File: src/rtl/imem_loader.sv
// Boot loader for the instruction memory.
// Takes a byte stream made of a 4-byte little-endian length header followed by
// the payload. Payload bytes are packed little-endian into words, and the words
// are written to memory upward from BASE_ADDR. busy_o stays high for the whole
// load, so the CPU is held off until done_o (or err_o) is raised.
module imem_loader #(
  parameter int unsigned      WIDTH       = 32,
  parameter int unsigned      DATA_W      = 8,
  parameter logic [WIDTH-1:0] BASE_ADDR   = 32'hBFC00000,
  parameter int unsigned      DEPTH_BYTES = 4096
) (
  input  logic                      clk_i,
  input  logic                      rst_ni,
  input  logic                      start_i,
  input  logic [DATA_W-1:0]         s_data_i,
  input  logic                      s_valid_i,
  output logic                      s_ready_o,
  output logic                      mem_we_o,
  output logic [WIDTH-1:0]          mem_addr_o,
  output logic [WIDTH-1:0]          mem_wdata_o,
  output logic [WIDTH/DATA_W-1:0]   mem_be_o,
  input  logic                      mem_ready_i,
  output logic                      busy_o,
  output logic                      done_o,
  output logic                      err_o
);

  localparam int unsigned LANES  = WIDTH / DATA_W;
  localparam int unsigned LANE_W = (LANES > 1) ? $clog2(LANES) : 1;
  localparam logic [LANE_W-1:0] LAST_LANE = LANE_W'(LANES - 1);

  typedef enum logic [2:0] {
    S_IDLE,
    S_LEN,
    S_DATA,
    S_WRITE,
    S_DONE,
    S_ERROR
  } state_t;

  state_t              state_reg;
  logic [1:0]          hdr_cnt_reg;    // header byte index, 0..3
  logic [31:0]         len_reg;        // length header being assembled
  logic [31:0]         remaining_reg;  // payload bytes still to be accepted
  logic [LANE_W-1:0]   lane_reg;       // next byte lane inside the current word
  logic [WIDTH-1:0]    buf_reg;        // word being packed
  logic [LANES-1:0]    be_reg;         // lanes filled so far in the current word
  logic [WIDTH-1:0]    addr_reg;       // byte address of the current word

  logic [31:0]         len_next;
  logic                xfer;

  // Control outputs come from the state register only, never from inputs.
  assign s_ready_o   = (state_reg == S_LEN) || (state_reg == S_DATA);
  assign mem_we_o    = (state_reg == S_WRITE);
  assign busy_o      = (state_reg == S_LEN) || (state_reg == S_DATA) || (state_reg == S_WRITE);
  assign done_o      = (state_reg == S_DONE);
  assign err_o       = (state_reg == S_ERROR);
  assign mem_addr_o  = addr_reg;
  assign mem_wdata_o = buf_reg;
  assign mem_be_o    = be_reg;

  assign xfer = s_valid_i && s_ready_o;

  // Header value including the byte currently on the stream.
  always_comb begin
    len_next = len_reg;
    len_next[hdr_cnt_reg*8 +: 8] = s_data_i[7:0];
  end

  // Loader state machine: header capture, byte packing and memory writes.
  always_ff @(posedge clk_i or negedge rst_ni) begin
    if (!rst_ni) begin
      state_reg     <= S_IDLE;
      hdr_cnt_reg   <= '0;
      len_reg       <= '0;
      remaining_reg <= '0;
      lane_reg      <= '0;
      buf_reg       <= '0;
      be_reg        <= '0;
      addr_reg      <= '0;
    end else begin
      case (state_reg)
        S_IDLE, S_DONE, S_ERROR: begin
          if (start_i) begin
            state_reg     <= S_LEN;
            hdr_cnt_reg   <= '0;
            len_reg       <= '0;
            remaining_reg <= '0;
            lane_reg      <= '0;
            buf_reg       <= '0;
            be_reg        <= '0;
            addr_reg      <= BASE_ADDR;
          end
        end

        S_LEN: begin
          if (xfer) begin
            len_reg     <= len_next;
            hdr_cnt_reg <= hdr_cnt_reg + 2'd1;
            if (hdr_cnt_reg == 2'd3) begin
              remaining_reg <= len_next;
              if (len_next == 32'd0) begin
                state_reg <= S_DONE;
              end else if (len_next > DEPTH_BYTES) begin
                state_reg <= S_ERROR;
              end else begin
                state_reg <= S_DATA;
              end
            end
          end
        end

        S_DATA: begin
          if (xfer) begin
            buf_reg[lane_reg*DATA_W +: DATA_W] <= s_data_i;
            be_reg[lane_reg]                   <= 1'b1;
            lane_reg                           <= lane_reg + LANE_W'(1);
            remaining_reg                      <= remaining_reg - 32'd1;
            // Flush on a full word or on the final payload byte.
            if ((lane_reg == LAST_LANE) || (remaining_reg == 32'd1)) begin
              state_reg <= S_WRITE;
            end
          end
        end

        S_WRITE: begin
          // Address, data and enables stay put until the memory takes the word.
          if (mem_ready_i) begin
            addr_reg  <= addr_reg + WIDTH'(LANES);
            buf_reg   <= '0;
            be_reg    <= '0;
            lane_reg  <= '0;
            state_reg <= (remaining_reg != 32'd0) ? S_DATA : S_DONE;
          end
        end

        default: begin
          state_reg <= S_IDLE;
        end
      endcase
    end
  end

endmodule
File: config.mk
export PLATFORM = sky130hd
export DESIGN_NAME = imem_loader
export DESIGN_NICKNAME = d
export VERILOG_FILES = /design/src/rtl/imem_loader.sv
export SDC_FILE = /design/constraint.sdc
export NUM_CORES = 1
export LEC_CHECK = 0
export CORE_MARGIN = 2
export CORE_UTILIZATION = 32
export CTS_BUF_LIST = sky130_fd_sc_hd__clkbuf_16
export DETAILED_ROUTE_END_ITERATION = 8
export HOLD_SLACK_MARGIN = 0.15
export PLACE_DENSITY = 0.49
export SYNTH_ARGS = -nofsm -noshare
export SYNTH_HDL_FRONTEND = slang
export SYNTH_SLANG_ARGS = --single-unit
File: constraint.sdc
create_clock -name clk_i -period 6 [get_ports clk_i]
set_input_delay 1.2 -clock clk_i [delete_from_list [all_inputs] [get_ports clk_i]]
set_output_delay 1.2 -clock clk_i [all_outputs]
set_load 0.05 [all_outputs]
==> Yosys cells after proc, flatten, opt, wreduce, memory -nomap -nowiden <==
Cells that the tools add are included.
{ "op_classes": {"n_addsub": 6, "n_lt_le_gt_ge": 3, "n_eq_ne": 14, "shift": 4, "n_mux": 37, "bitwise_logic": 1, "n_reduce_logical": 18} }
{ "ops": {"columns": ["cell", "n"], "rows": [
  ["$mux W32", 9],
  ["$pmux W32 S3", 2],
  ["$pmux W32 S2", 2],
  ["$neg A5 Y34", 2],
  ["$shift A8 B34 Y32 const A", 2],
  ["$shiftx A8 B34 Y32", 2],
  ["$bwmux W32", 2],
  ["$add A32 B3 Y32 const B", 1],
  ["$eq A32 B1 Y1 const B", 1],
  ["$gt A32 B13 Y1 const B", 1],
  ["$logic_not A32 Y1", 1],
  ["$reduce_bool A32 Y1", 1],
  ["$sub A32 B1 Y32 const B", 1],
  ["$mux W3", 9],
  ["$mux W4", 3],
  ["$pmux W3 S4", 1],
  ["$pmux W4 S3", 1],
  ["$mux W2", 4],
  ["$eq A3 B2 Y1 const B", 2],
  ["$eq A3 B3 Y1 const B", 2],
  ["$ne A2 B1 Y1 const B", 3],
  ["$ne A2 B2 Y1 const B", 3],
  ["$pmux W2 S3", 1],
  ["$reduce_and A3 Y1", 2],
  ["18 further kinds", 25]
]} }
{ "totals": {"reg_bits": 139, "in_bits": 13} }

==> Longest topological paths before layout <==
Gate-level depths: netlist of the first run.
{ "depth": {"depth_word": 9, "mapped_depth": 9, "depth_no_buf": 8} }

==> Least setup slack after synthesis of the first run <==
No wires, ideal clock.
{ "synth_path": {"kind": "register to output", "from": "reg state_reg[2]", "to": "out s_ready_o", "arrival_time_ps": 1780, "required_ps": 4800, "slack_ps": 3020, "stages_incl_launch_ff": 7, "cell_sequence": "dfrtp_1 > nand2b_1 > nand2b_1 > buf_2 > buf_2 > buf_1 > nand2_1"} }
{ "synth_via": {"elab_chain_cells": 2, "word_cells_on_any_way": 3} }
{ "synth_lines": {"columns": ["element", "line", "rtl"], "rows": [
  ["start: declaration", "41", "state_t state_reg;"],
  ["start signal: assignment", "134", "state_reg <= (remaining_reg != 32'd0) ? S_DATA : S_DONE;"],
  ["$eq A3 B1 Y1 or $eq A3 B2 Y1 (tied branches)", "54", "assign s_ready_o = (state_reg == S_LEN) || (state_reg == S_DATA);"],
  ["$logic_or A1 B1 Y1 (*)", "54", null],
  ["end: declaration", "17", "output logic s_ready_o,"]
]} }
Mark *: on every way between the ends. The rest lies on a longest branch, timed or not.

==> Worst setup path in the final report of the first run <==
{ "layout_path": {"from": "reg state_reg[0]", "to": "out s_ready_o"} }
Same word-level chain as after synthesis.

==> impl_metrics.py, run 1 <==
metrics = {
    "yosys": {
        "seq_area_frac_synth_pct": 46.4,
        "netlist_area_um2": 7380,
        "synth.distinct_cells": 61,
        "synthArstFlopShare_pct": 100,
        "syn-mean-instance-area_um2": 9.15,
        "synthCells": 807,
        "yosysWarnings": 0,
        "synth-main-ff-cell": "dfrtp_1",
        "ys_ff_latch": 137,
        "synth_edf_count": 0,
    },
    "timing": {
        "skew_ns": 0.0103,
        "worst_pin_slew_ns": 1.01,
        "finalSetupTns_ns": 0,
        "slew_headroom_pct": 31.6,
        "fin_crit_ns": 3.94,
        "rsz0062_at_grt": "no",
        "hold_viol": 0,
        "min_period_over_period_pct": 65.7,
        "layout_setup_ws_ns": 2.06,
        "setup_viol": 0,
        "timing.fmax_mhz": 254,
        "slew_viol_final": 0,
    },
    "global_routing": {
        "grt_pass1_vias": 5912,
        "antenna_found_initial": 0,
        "grt_pass1_wl_um": 34400,
        "grt_use_total_pct": 18.3,
        "grt_start_max_net_pins": 84,
        "gr-total-overflow": 0,
    },
    "setup_path": {
        "critPathMaxFanout": 38,
        "crit_arrival_ns": 2.74,
        "start_kind": "flop",
        "crit_required_ns": 4.80,
        "worstSetupPathType": "flop to output pin",
        "cp-end-kind": "output pin",
    },
    "finish": {
        "antenna-diode-count": 0,
        "areaGrowthSynthToFinish_pct": 22.3,
        "mostFrequentLayoutCells": "137 x dfrtp_1, 88 x nor2_1, 87 x o21ai_0, 82 x clkdlybuf4s50_1, 72 x a21oi_1",
        "mostFrequentLayoutCell": "dfrtp_1",
        "drive_gt1_share_pct": 9.95,
        "final_nets": 897,
    },
    "cts": {
        "cts-root-buf": "clkbuf_16",
        "cts_tree": "yes",
        "clk_latency_ns": 0.44,
        "htree_levels": 4,
        "clk_pin_slew_ns": 0.07,
        "clock-sinks": 137,
        "post-cts-setup-buffer-count": 0,
        "cts.path.max_buffers": 2,
        "cts_made_buffers": 17,
        "postCtsHoldBufs": 0,
        "cts_resized": 0,
    },
    "routing": {
        "firstDrtPassIters": 5,
        "final_antenna_net_count": 0,
        "via_count": 6235,
        "drt_wl_total_um": 21700,
        "route.detailed.drc": 0,
        "vias_per_cell": 5.33,
        "wl_per_cell_um": 18.5,
        "drtIter0Drc": 519,
    },
    "pwr": {
        "power.leakage_nw": 3.83,
        "powerDensity_nw_per_um2": 489,
        "ir_drop_uv": 251,
    },
    "floorplan": {
        "rows": 55,
        "die_height_um": 156,
        "placeableCoreArea_um2": 22600,
        "start_util_pct": 32.6,
        "die_area_um2": 24300,
        "pin_count": 86,
        "die_width_um": 156,
    },
    "place": {
        "preCtsSetupSlack_ns": 2.02,
        "dpl.hpwl_um": 14600,
        "port_buffers": 83,
        "routabilityCongestion": 0.789,
    },
    "hold_path": {
        "hold_path_class": "flop to flop",
    },
    "run": {
        "max_cap_violations": 0,
    },
    "status": {
        "status": "completed",
    },
}
layer usage:
metal / routed length [um] / GRT usage (%)
met1: 10200 / 25.3
met2: 10300 / 29.0
met3: 815 / 3.64
met4: 385 / 5.46
met5: 0 / 0
power breakdown:
| part | leakage (nW) | switching, mW | internal (mW) |
|---|---|---|---|
| clock | 0.304 | 0.508 | 0.605 |
| sequential | 1.85 | 0.163 | 1.08 |
| combinational | 1.68 | 1.43 | 0.629 |
logic make-up (layout without fill, tap and decap cells):
family | Yosys count | count (layout) | share of synthesized area, %
buffers and inverters | 69 | 145 | 4.51
xor gates and xnor gates | 22 | 22 | 2.61
adders and majority gates | 13 | 13 | 2.20
muxes | 28 | 28 | 4.22
DFF | 137 | 137 | 46.4
and+or+nand+nor | 296 | 296 | 20.7
AOI/OAI and AO/OA | 241 | 241 | 19.3
other | 1 | 2 | 0.0508
path summary, 6_finish.rpt:
kind	from	to	slack [ns]	cells past startpoint
max in group asynchronous	rst_ni	remaining_reg[22]$_DFFE_PN0P_	3.98	2
min	len_reg[16]$_DFFE_PN0P_	len_reg[16]$_DFFE_PN0P_	0.47	2
max reg2reg	state_reg[1]$_DFFE_PN0P_	remaining_reg[16]$_DFFE_PN0P_	2.91	7
min in group asynchronous	rst_ni	mem_wdata_o[19]$_DFFE_PN0P_	0.79	1
min reg2reg	len_reg[16]$_DFFE_PN0P_	len_reg[16]$_DFFE_PN0P_	0.47	2
max	state_reg[0]$_DFFE_PN0P_	s_ready_o	2.06	5
through the flow:
stage	std cells	total power [mW]	instance area [um^2]	hold slack [ns]	utilization [%]
floorplan	808	2.73	7390	0.441	-
global placement	1137	3.32	8410	0.459	37.1
detailed placement	1137	3.32	8410	0.469	37.1
CTS	1169	4.44	9030	0.478	39.9
global route	1169	4.74	9030	0.516	39.9
finish	1169	4.42	9030	0.473	39.9
worst max-delay path: stages (launching register included):
cell and delay [ns]:
dfrtp_1 0.59, nor2b_1 0.39, nand2b_1 0.10, buf_4 0.28, nand2_1 0.13, clkdlybuf4s50_1 0.80
cell type report:
class                   count  area [um^2]
inverters                  21         78.8
multi-input cells         602         3650
flip-flops and latches    137         3430
clock buffers              17          425
repair buffers             92          900
fillers                  2260        13600
clock inverters            15          195
well taps                 285          357
cells in the mapped netlist, types with 4 or more instances:
| cell | instances | area share [%] |
|---|---|---|
| buf_4 | 7 | 0.71 |
| nor2_1 | 88 | 4.5 |
| and4_1 | 4 | 0.47 |
| nand3_1 | 16 | 1.1 |
| nor3_1 | 23 | 1.6 |
| dfrtp_1 | 137 | 46 |
| and2_1 | 4 | 0.34 |
| and3_1 | 9 | 0.76 |
| a31oi_1 | 21 | 1.8 |
| a22o_1 | 18 | 2.1 |
| o21ai_0 | 87 | 5.9 |
| o21ai_1 | 10 | 0.68 |
| ha_1 | 13 | 2.2 |
| buf_2 | 8 | 0.54 |
| xnor2_1 | 12 | 1.4 |
| mux2_2 | 25 | 3.8 |
| nand4_1 | 9 | 0.76 |
| or3_1 | 4 | 0.34 |
| o22ai_1 | 4 | 0.34 |
| buf_6 | 5 | 0.76 |
| nand2_1 | 64 | 3.3 |
| xor2_1 | 10 | 1.2 |
| clkbuf_1 | 25 | 1.3 |
| nor4_1 | 13 | 1.1 |
| a21oi_1 | 73 | 4.9 |
| nand2b_1 | 8 | 0.68 |
| a211oi_1 | 4 | 0.41 |
| nor2b_1 | 31 | 2.6 |
| o31ai_1 | 5 | 0.51 |
| inv_1 | 21 | 1.1 |
Power figures use the tool's default switching activity.
==> inputs of run 2 (changes only) <==
==> constraint.sdc (replaced) <==
create_clock -name clk_i -period 3.65 [get_ports clk_i]
set_input_delay 0.73 -clock clk_i [delete_from_list [all_inputs] [get_ports clk_i]]
set_output_delay 0.73 -clock clk_i [all_outputs]
set_load 0.05 [all_outputs]
==> run 2 against run 1 <==
Compared with the run above: clock skew is essentially flat; routed wire length up 0.81%; die area unchanged; critical endpoint is now mem_we_o; largest power group unchanged; highest routed layer unchanged.
==> impl_metrics.py, run 2 (synthesized netlist as in run 1, its figures left out) <==
metrics = {
    "finish": {
        "drive_gt1_share_pct": 11.9,
        "finalNonFillerCells": 1190,
        "antenna-diode-count": 0,
        "final_nets": 918,
        "mostFrequentLayoutCells": "137 x dfrtp_1, 88 x nor2_1, 87 x o21ai_0, 81 x clkdlybuf4s50_1, 72 x a21oi_1",
        "areaGrowthSynthToFinish_pct": 23.9,
        "mostFrequentLayoutCell": "dfrtp_1",
        "fillerInstances": 2203,
        "final_cell_area_um2": 9150,
    },
    "routing": {
        "drtIter0Drc": 420,
        "wl_per_cell_um": 18.3,
        "vias_per_cell": 5.25,
        "firstDrtPassIters": 5,
        "final_antenna_net_count": 0,
        "drt_wl_total_um": 21800,
        "route.detailed.drc": 0,
        "via_count": 6247,
    },
    "floorplan": {
        "die_area_um2": 24300,
        "pin_count": 86,
        "start_util_pct": 32.6,
        "die_width_um": 156,
        "rows": 55,
        "placeableCoreArea_um2": 22600,
        "die_height_um": 156,
    },
    "cts": {
        "clock-sinks": 137,
        "clk_pin_slew_ns": 0.07,
        "clk_latency_ns": 0.43,
        "htree_levels": 4,
        "cts-root-buf": "clkbuf_16",
        "postCtsHoldBufs": 0,
        "cts_resized": 0,
        "cts_tree": "yes",
        "cts.path.max_buffers": 2,
        "cts_made_buffers": 17,
        "post-cts-setup-buffer-count": 0,
    },
    "pwr": {
        "power_mw": 7.34,
        "switchingPower_mw": 3.47,
        "swShare_pct": 47.3,
        "clock_power_share_pct": 23.7,
        "power_frac_seq_pct": 27.6,
        "intPower_mw": 3.86,
        "powerDensity_nw_per_um2": 802,
        "power.leakage_nw": 3.92,
        "ir_drop_uv": 454,
        "pwr-share-comb_pct": 48.7,
    },
    "setup_path": {
        "critPathTopFamily": "buffers and inverters",
        "slowest_stage": "clkdlybuf4s50_1",
        "r2r_cells": 8,
        "crit_arrival_ns": 2.39,
        "start_kind": "flop",
        "crit_required_ns": 2.92,
        "worst_r2r_endpoint": "state_reg[0]$_DFFE_PN0P_",
        "crit_chain": "inv_1, nor2_1, clkdlybuf4s50_1",
        "crit_path_max_incr_delay_ns": 0.88,
        "r2r-start": "hdr_cnt_reg[0]$_DFFE_PN0P_",
        "cp-end-kind": "output pin",
        "worstSetupPathType": "flop to output pin",
        "crit_buf_inv": 2,
        "critPathMaxFanout": 12,
        "reg2reg_slack_ns": 0.90,
    },
    "timing": {
        "rsz0062_at_grt": "no",
        "skew_ns": 0.00992,
        "slew_viol_final": 0,
        "fin_crit_ns": 3.12,
        "finalSetupTns_ns": 0,
        "setup_viol": 0,
        "min_period_over_period_pct": 85.5,
        "hold_viol": 0,
        "slew_headroom_pct": 40.7,
        "layout_setup_ws_ns": 0.530,
        "worst_pin_slew_ns": 0.884,
        "timing.fmax_mhz": 320,
    },
    "global_routing": {
        "grt_pass1_vias": 6199,
        "grt_use_total_pct": 18.9,
        "antenna_found_initial": 0,
        "gr-total-overflow": 0,
        "grt_pass1_wl_um": 35500,
        "grt_start_max_net_pins": 70,
    },
    "place": {
        "port_buffers": 83,
        "place_inst": 1158,
        "routabilityCongestion": 0.812,
        "placed_area_um2": 8570,
        "preCtsSetupSlack_ns": 0.611,
        "dpl.hpwl_um": 15000,
    },
    "hold_path": {
        "hold_path_class": "input port to async pin",
    },
    "status": {
        "status": "completed",
    },
    "run": {
        "max_cap_violations": 0,
    },
}
## run 2: cell types whose count changed in the layout (fill, tap and decap cells not counted), sizes merged
cell / change
clkdlybuf4s50: -1
clkinv: -1
buf: +22
clkinvlp: +1
## run 2: worst reg2reg max path, delay by kind of cell (launching register included)
kind / cells / cell delay, ns
AO/OA/AOI/OAI: 4 / 0.79
buffers and inverters: 1 / 0.15
flip-flops: 1 / 0.54
adder cells (fa/ha/maj): 1 / 0.42
AND/OR/NAND/NOR: 2 / 0.74
## run 2: final cells by class
cell class / count / area (um^2) / share of cell area [%]
repair buffers: 113 / 1070 / 11.7
multi-input cells: 602 / 3640 / 39.8
well taps: 285 / 357 / 3.90
inverters: 21 / 78.8 / 0.861
clock buffers: 17 / 425 / 4.65
clock inverters: 15 / 154 / 1.68
flip-flops and latches: 137 / 3430 / 37.5
## run 2: worst max path at each step
stage	start	to	slack, ns	depth (start not counted)
4_1_cts	state_reg[0]$_DFFE_PN0P_	mem_we_o	0.51	3
3_3_place_gp	s_data_i[7]	state_reg[0]$_DFFE_PN0P_	0.67	7
2_1_floorplan	state_reg[2]$_DFFE_PN0P_	s_ready_o	1.14	6
6_report	state_reg[0]$_DFFE_PN0P_	mem_we_o	0.53	3
5_1_grt	state_reg[0]$_DFFE_PN0P_	mem_we_o	0.42	3
3_5_place_dp	s_data_i[7]	state_reg[0]$_DFFE_PN0P_	0.61	7
## run 2: power by group through the flow
stage / clock, mW / combinational, mW / sequential [mW]
2_1_floorplan: 0 / 2.34 / 2.15
3_3_place_gp: 0 / 3.57 / 2.05
3_5_place_dp: 0 / 3.57 / 2.05
4_1_cts: 1.78 / 3.58 / 2.02
5_1_grt: 1.84 / 3.96 / 2.08
6_report: 1.74 / 3.57 / 2.03
## run 2: routing by layer
layer  global-route usage [%]  part of all wire, %
met1                     26.1                   47
met2                     30.4                   47
met3                     3.22                  4.0
met4                     5.50                  1.7
met5                        0                    0
## run 2: metrics by stage
step | hold WS (ns) | util [%]
after floorplan | 0.434 | -
after global placement | 0.460 | 37.9
after detailed placement | 0.463 | 37.9
after CTS | 0.322 | 40.4
after global routing | 0.347 | 40.4
final | 0.296 | 40.4
